<file path="src/rtl/nn_pkg.sv">
// Shared definitions for the neural-network datapath: FP32 width, PE beat-count
// width, feeder FSM state encoding and the PE header beat format.
package nn_pkg;

  localparam int FP_W       = 32;
  localparam int PE_CNT_W   = 10;
  localparam int HEAD_PAD_W = FP_W - PE_CNT_W;

  // Feeder FSM encoding, kept as plain constants for legacy tools.
  typedef logic [2:0] state_t;
  localparam state_t ST_IDLE   = 3'd0;
  localparam state_t ST_LOAD   = 3'd1;
  localparam state_t ST_HEAD   = 3'd2;
  localparam state_t ST_STREAM = 3'd3;
  localparam state_t ST_WAIT   = 3'd4;
  localparam state_t ST_FIN    = 3'd5;

  // Header beat: beat count in the low bits, zero-padded above.
  function automatic logic [FP_W-1:0] head_beat(input logic [PE_CNT_W-1:0] cnt);
    return {{HEAD_PAD_W{1'b0}}, cnt};
  endfunction

endpackage

</file>
<file path="src/rtl/pe_stream_feeder.sv">
// Initiator side of the PE operand stream. For each neuron: fetch the bias,
// send one header beat, stream N_IN weight/input pairs back to back, then
// capture the PE result a fixed PE_LAT cycles after the last beat. The PE's
// done level is only checked for sanity, never used for sequencing.
module pe_stream_feeder
  import nn_pkg::*;
#(
  parameter int N_IN     = 784,
  parameter int N_NEURON = 10,
  parameter int PE_LAT   = 2,
  parameter int WA = (N_IN * N_NEURON > 1) ? $clog2(N_IN * N_NEURON) : 1,
  parameter int XA = (N_IN > 1) ? $clog2(N_IN) : 1,
  parameter int NA = (N_NEURON > 1) ? $clog2(N_NEURON) : 1
) (
  input  logic                clock,
  input  logic                rst_n,
  input  logic                start,
  output logic                busy,
  output logic                done,
  output logic [WA-1:0]       w_addr,
  input  logic [FP_W-1:0]     w_data,
  output logic [XA-1:0]       x_addr,
  input  logic [FP_W-1:0]     x_data,
  output logic [NA-1:0]       b_addr,
  input  logic [FP_W-1:0]     b_data,
  output logic                pe_head,
  output logic [FP_W-1:0]     pe_x,
  output logic [FP_W-1:0]     pe_w,
  output logic [FP_W-1:0]     pe_b,
  output logic [PE_CNT_W-1:0] pe_count,
  input  logic [FP_W-1:0]     pe_out,
  input  logic                pe_done,
  output logic                res_valid,
  output logic [NA-1:0]       res_idx,
  output logic [FP_W-1:0]     res_data,
  output logic                err_nodone
);

  localparam logic [XA-1:0]       X_LAST = XA'(N_IN - 1);
  localparam logic [WA-1:0]       W_STEP = WA'(N_IN);
  localparam logic [NA-1:0]       N_LAST = NA'(N_NEURON - 1);
  localparam logic [PE_CNT_W-1:0] K_LAST = PE_CNT_W'(N_IN - 1);
  localparam logic [2:0]          L_LAST = 3'(PE_LAT - 1);

  state_t              state_q, state_d;
  logic [NA-1:0]       n_q, n_d;
  logic [PE_CNT_W-1:0] k_q, k_d;
  logic [2:0]          wcnt_q, wcnt_d;
  logic [WA-1:0]       base_q, base_d;
  logic [WA-1:0]       w_addr_q, w_addr_d;
  logic [XA-1:0]       x_addr_q, x_addr_d;
  logic [NA-1:0]       b_addr_q, b_addr_d;
  logic                busy_q, busy_d;
  logic                done_q, done_d;
  logic                res_valid_q, res_valid_d;
  logic [NA-1:0]       res_idx_q, res_idx_d;
  logic [FP_W-1:0]     res_data_q, res_data_d;
  logic                err_q, err_d;

  // Next-state, address sequencing and result capture.
  always_comb begin
    state_d     = state_q;
    n_d         = n_q;
    k_d         = k_q;
    wcnt_d      = wcnt_q;
    base_d      = base_q;
    w_addr_d    = w_addr_q;
    x_addr_d    = x_addr_q;
    b_addr_d    = b_addr_q;
    busy_d      = busy_q;
    done_d      = 1'b0;
    res_valid_d = 1'b0;
    res_idx_d   = res_idx_q;
    res_data_d  = res_data_q;
    err_d       = err_q;
    case (state_q)
      ST_IDLE: begin
        if (start) begin
          state_d  = ST_LOAD;
          n_d      = {NA{1'b0}};
          base_d   = {WA{1'b0}};
          b_addr_d = {NA{1'b0}};
          busy_d   = 1'b1;
          err_d    = 1'b0;
        end else begin
          state_d  = ST_IDLE;
        end
      end
      ST_LOAD: begin
        // Present beat 0 addresses during the header so data lines up with beat 0.
        state_d  = ST_HEAD;
        w_addr_d = base_q;
        x_addr_d = {XA{1'b0}};
        k_d      = {PE_CNT_W{1'b0}};
      end
      ST_HEAD: begin
        state_d = ST_STREAM;
        if (x_addr_q != X_LAST) begin
          w_addr_d = w_addr_q + WA'(1);
          x_addr_d = x_addr_q + XA'(1);
        end else begin
          w_addr_d = w_addr_q;
          x_addr_d = x_addr_q;
        end
      end
      ST_STREAM: begin
        // Prefetch the next beat; past the last beat the addresses hold.
        if (x_addr_q != X_LAST) begin
          w_addr_d = w_addr_q + WA'(1);
          x_addr_d = x_addr_q + XA'(1);
        end else begin
          w_addr_d = w_addr_q;
          x_addr_d = x_addr_q;
        end
        if (k_q == K_LAST) begin
          state_d = ST_WAIT;
          wcnt_d  = 3'd0;
        end else begin
          k_d     = k_q + PE_CNT_W'(1);
        end
      end
      ST_WAIT: begin
        if (wcnt_q == L_LAST) begin
          res_valid_d = 1'b1;
          res_idx_d   = n_q;
          res_data_d  = pe_out;
          err_d       = err_q | ~pe_done;
          if (n_q == N_LAST) begin
            state_d = ST_FIN;
            done_d  = 1'b1;
          end else begin
            state_d  = ST_LOAD;
            n_d      = n_q + NA'(1);
            b_addr_d = n_q + NA'(1);
            base_d   = base_q + W_STEP;
          end
        end else begin
          wcnt_d = wcnt_q + 3'd1;
        end
      end
      ST_FIN: begin
        state_d = ST_IDLE;
        busy_d  = 1'b0;
      end
      default: begin
        state_d = ST_IDLE;
        busy_d  = 1'b0;
      end
    endcase
  end

  // PE beat formatting: header carries count and bias, data beats carry RAM data.
  always_comb begin
    pe_head  = 1'b0;
    pe_x     = {FP_W{1'b0}};
    pe_w     = {FP_W{1'b0}};
    pe_b     = {FP_W{1'b0}};
    pe_count = {PE_CNT_W{1'b0}};
    case (state_q)
      ST_HEAD: begin
        pe_head = 1'b1;
        pe_x    = head_beat(PE_CNT_W'(N_IN));
        pe_b    = b_data;
      end
      ST_STREAM: begin
        pe_w     = w_data;
        pe_x     = x_data;
        pe_count = k_q;
      end
      default: begin
        pe_head = 1'b0;
      end
    endcase
  end

  // State and output registers; reset drops everything, including any pending result.
  always_ff @(posedge clock or negedge rst_n) begin
    if (!rst_n) begin
      state_q     <= ST_IDLE;
      n_q         <= {NA{1'b0}};
      k_q         <= {PE_CNT_W{1'b0}};
      wcnt_q      <= 3'd0;
      base_q      <= {WA{1'b0}};
      w_addr_q    <= {WA{1'b0}};
      x_addr_q    <= {XA{1'b0}};
      b_addr_q    <= {NA{1'b0}};
      busy_q      <= 1'b0;
      done_q      <= 1'b0;
      res_valid_q <= 1'b0;
      res_idx_q   <= {NA{1'b0}};
      res_data_q  <= {FP_W{1'b0}};
      err_q       <= 1'b0;
    end else begin
      state_q     <= state_d;
      n_q         <= n_d;
      k_q         <= k_d;
      wcnt_q      <= wcnt_d;
      base_q      <= base_d;
      w_addr_q    <= w_addr_d;
      x_addr_q    <= x_addr_d;
      b_addr_q    <= b_addr_d;
      busy_q      <= busy_d;
      done_q      <= done_d;
      res_valid_q <= res_valid_d;
      res_idx_q   <= res_idx_d;
      res_data_q  <= res_data_d;
      err_q       <= err_d;
    end
  end

  assign busy       = busy_q;
  assign done       = done_q;
  assign w_addr     = w_addr_q;
  assign x_addr     = x_addr_q;
  assign b_addr     = b_addr_q;
  assign res_valid  = res_valid_q;
  assign res_idx    = res_idx_q;
  assign res_data   = res_data_q;
  assign err_nodone = err_q;

endmodule

</file>
<file path="config.mk">
export PLATFORM = sky130hd
export DESIGN_NAME = pe_stream_feeder
export DESIGN_NICKNAME = d
export VERILOG_FILES = /design/src/rtl/nn_pkg.sv /design/src/rtl/pe_stream_feeder.sv
export SDC_FILE = /design/constraint.sdc
export NUM_CORES = 1
export LEC_CHECK = 0
export BUFFER_PORTS_ARGS = -buffer_cell sky130_fd_sc_hd__buf_4
export CAP_MARGIN = 30
export CORE_AREA = 3 3 119 121
export DETAILED_ROUTE_END_ITERATION = 8
export DIE_AREA = 0 0 122 124
export PLACE_DENSITY = 0.79
export SLEW_MARGIN = 20
export SYNTH_ARGS = -nofsm -noshare
export SYNTH_HDL_FRONTEND = slang
export SYNTH_SLANG_ARGS = --single-unit
</file>
<file path="constraint.sdc">
create_clock -name clock -period 4.1 [get_ports clock]
set_input_delay 0.615 -clock clock [delete_from_list [all_inputs] [get_ports clock]]
set_output_delay 0.615 -clock clock [all_outputs]
set_load 0.005 [all_outputs]
</file>
==> metrics.txt <==
status=completed; crit-path max cell delay=between 600 and 700 ps; Async S/R FF share, synth=100%; total grt overflow=0; clock power share=45.1%; Worst Skew=12.3 ps; clock slew at reported path FFs=60 ps; Initial Util=approximately two fifths; worst flop-to-flop path endpoint=w_addr[11]$_DFFE_PN0P_; max-cap violations=0; internal power=about 1.7 mW; first-pass GRT wire length=24.3 mm; net switching power figure=between 400 and 500 uW; critical path's top delay family=flip-flops; GP Congestion=0.879; Critical Path Source Type=flop; Post-synth EDFFs=0; Wirelength per Cell=~16 um; Synth-to-Final Area Change=54.4%; # diodes=0; combinational fraction of design power=11.0%; LEAKAGE=3.96 nW; CTS Buf Count=9; FF-to-FF path depth=5; Via density=5.03; Sink Count=between 90 and 100; crit path kind=reg2out; actual slew at the worst max-slew pin=~840 ps; Chip Width=122 um; area share of the largest cell type after synthesis=45.0%; DR DRC count=0; Synthesized Nets=roughly 660; Crit-path slowest cell=dfrtp_1; layout cells sized above 1=44.7%; detailed-route via count=around 5000; total setup buffers inserted after CTS=0; top_reg_cell synth=dfrtp_1; initial antenna violation count=0; CP Max Fanout=64; Yosys Warn Count=0; setup slack, reg-to-reg=1680 ps; TritonRoute pass-1 iters=4; sequential share of power=43.8%; #FFs+latches synth=92; core box area=13200 sq um; sw frac=20.1%; Tmin final=between 2000 and 3000 ps; row cnt=42; Final period util=between 60% and 70%; Detailed Route WL=roughly 16 mm; fmax=between 300 and 400 MHz; CTS Buffer Depth=2; crit-path cells=and3b_2 -> buf_12 -> and2_1 -> buf_4; crit end category=primary output; Top Ports=306; number of distinct library cells after synthesis=61; post-synthesis sequential area ratio=45.0%; Post-Syn Area per Cell=slightly below 10 sq um; Crit path arrival time=2010 ps; Post-synth top cells=and2_1 (106), dfrtp_1 (92), nand2_1 (37); VDD IR max=0.000178 V; RSZ-0062 raised after global routing=no; Post-Syn Area=5120 sq um; most common cell in the netlist=and2_1; vias in the first global route=around 4700; Die ar.=15100 sq um; Synth area leader=dfrtp_1; antenna-violating nets left=0; die height=between 100 and 150 um; Tot GR Track Use=20.2%; Setup TNS=0 ps; fillcell total=1172; total power=2.13 mW; Fin. Hold Viols=0; Synth area leaders=dfrtp_1 (45%), and2_1 (13%), mux2_2 (6.4%), o21ai_0 (2.8%), nand2_1 (2.7%); pin count of the biggest net entering global routing=76; worst path required time=3480 ps; max-slew violation count=0; post-cts hold buffer count=0; H-tree levels=3; IO Port Bufs=305; Rel. slew slack=44.1%; DR iter-0 viols=259; r2r startpoint=state_q[2]$_DFFE_PN0P_; Root Driver=clkbuf_16; Pwr Density=269 nW/um^2; CTS tree=yes; nets=about 960; cell count after synthesis=523; Clk Latency, worst-skew pair=340 ps; post-CTS sizing=0; critical path buffer and inverter count=2; HP Class=in2async; Post-DP HPWL=~12 mm; final setup fails=0
==> through the flow <==
step	instance area, sq um	setup slack, ps	hold slack [ps]	util (%)	std cells
floorplan	5120	2140	319	-	523
global placement	7530	1540	463	57.1	980
detailed placement	7530	1470	482	57.1	980
CTS	7880	1120	425	59.7	995
global route	7910	1340	463	59.9	997
finish	7910	1470	385	59.9	997
==> cells by family (layout without fill, tap and decap cells) <==
group                      Yosys count  after routing  share of synthesized area (%)
xor gates and xnor gates             5              5                          0.855
buffers and inverters               43            341                           3.76
DFF                                 92             92                           45.0
adders and majority gates            8              8                           1.96
muxes                               41             41                           8.87
AOI/OAI and AO/OA                   99             99                           12.6
and+or+nand+nor                    235            235                           26.9
==> area by class of cell <==
class / count / area, sq um / share of cell area (%)
well taps: 176 / 220 / 2.79
clock inverters: 5 / 108 / 1.36
flip-flops and latches: 92 / 2300 / 29.1
multi-input cells: 388 / 2630 / 33.2
clock buffers: 10 / 239 / 3.02
repair buffers: 313 / 2360 / 29.9
inverters: 13 / 48.8 / 0.617
==> placed cells by master (no fill, tap or decap), types with 3 or more instances in the layout <==
master,instances
a21oi_1,20
a22o_1,3
a22oi_1,4
a31oi_1,5
and2_1,106
and3_1,6
and4_1,5
buf_4,312
bufinv_16,3
clkbuf_16,9
dfrtp_1,92
ha_1,8
inv_1,13
mux2_1,6
mux2_2,29
mux2i_1,6
nand2_1,37
nand3_1,23
nand4_1,5
nor2_1,16
nor2b_1,4
nor3_1,6
o21a_1,3
o21ai_0,29
o22ai_1,8
o2bb2a_1,5
or3_1,9
xor2_1,4
==> worst max path at each step <==
stage	startpoint	to	slack, ps	cells after the start
2_1_floorplan	state_q[2]$_DFFE_PN0P_	pe_count[0]	2140	5
4_1_cts	state_q[0]$_DFFE_PN0P_	pe_x[11]	1120	3
3_3_place_gp	state_q[0]$_DFFE_PN0P_	pe_x[20]	1540	3
3_5_place_dp	state_q[0]$_DFFE_PN0P_	pe_x[15]	1470	3
6_report	state_q[0]$_DFFE_PN0P_	pe_x[11]	1470	4
5_1_grt	state_q[0]$_DFFE_PN0P_	pe_x[15]	1340	4
==> routing by layer <==
| metal | up-vias | part of all wire, % | global-route usage, % |
|---|---|---|---|
| met5 | - | 0 | 0 |
| met4 | 0 | 0.69 | 3.85 |
| met3 | 11 | 8.7 | 4.31 |
| met2 | 231 | 47 | 32.9 |
| met1 | 2341 | 44 | 28.2 |
| li1 | 2436 | - | - |
==> power by group through the flow <==
| stage | clock network [mW] | logic, mW | registers (mW) |
|---|---|---|---|
| floorplan | 0 | 0.0432 | 0.950 |
| global route | 1.02 | 0.255 | 0.933 |
| CTS | 0.978 | 0.239 | 0.932 |
| global placement | 0 | 0.235 | 0.948 |
| finish | 0.959 | 0.235 | 0.932 |
| detailed placement | 0 | 0.238 | 0.949 |
==> state kept, by name, summed over array words and instances, names as in the netlist <==
signal and flops:
b_addr 4, base_q 9, busy 1, done 1, err_nodone 1, k_q 10
res_data 32, res_idx 4, res_valid 1, state_q 3, w_addr 13, wcnt_q 3
x_addr 10
Power figures use the tool's default switching activity.
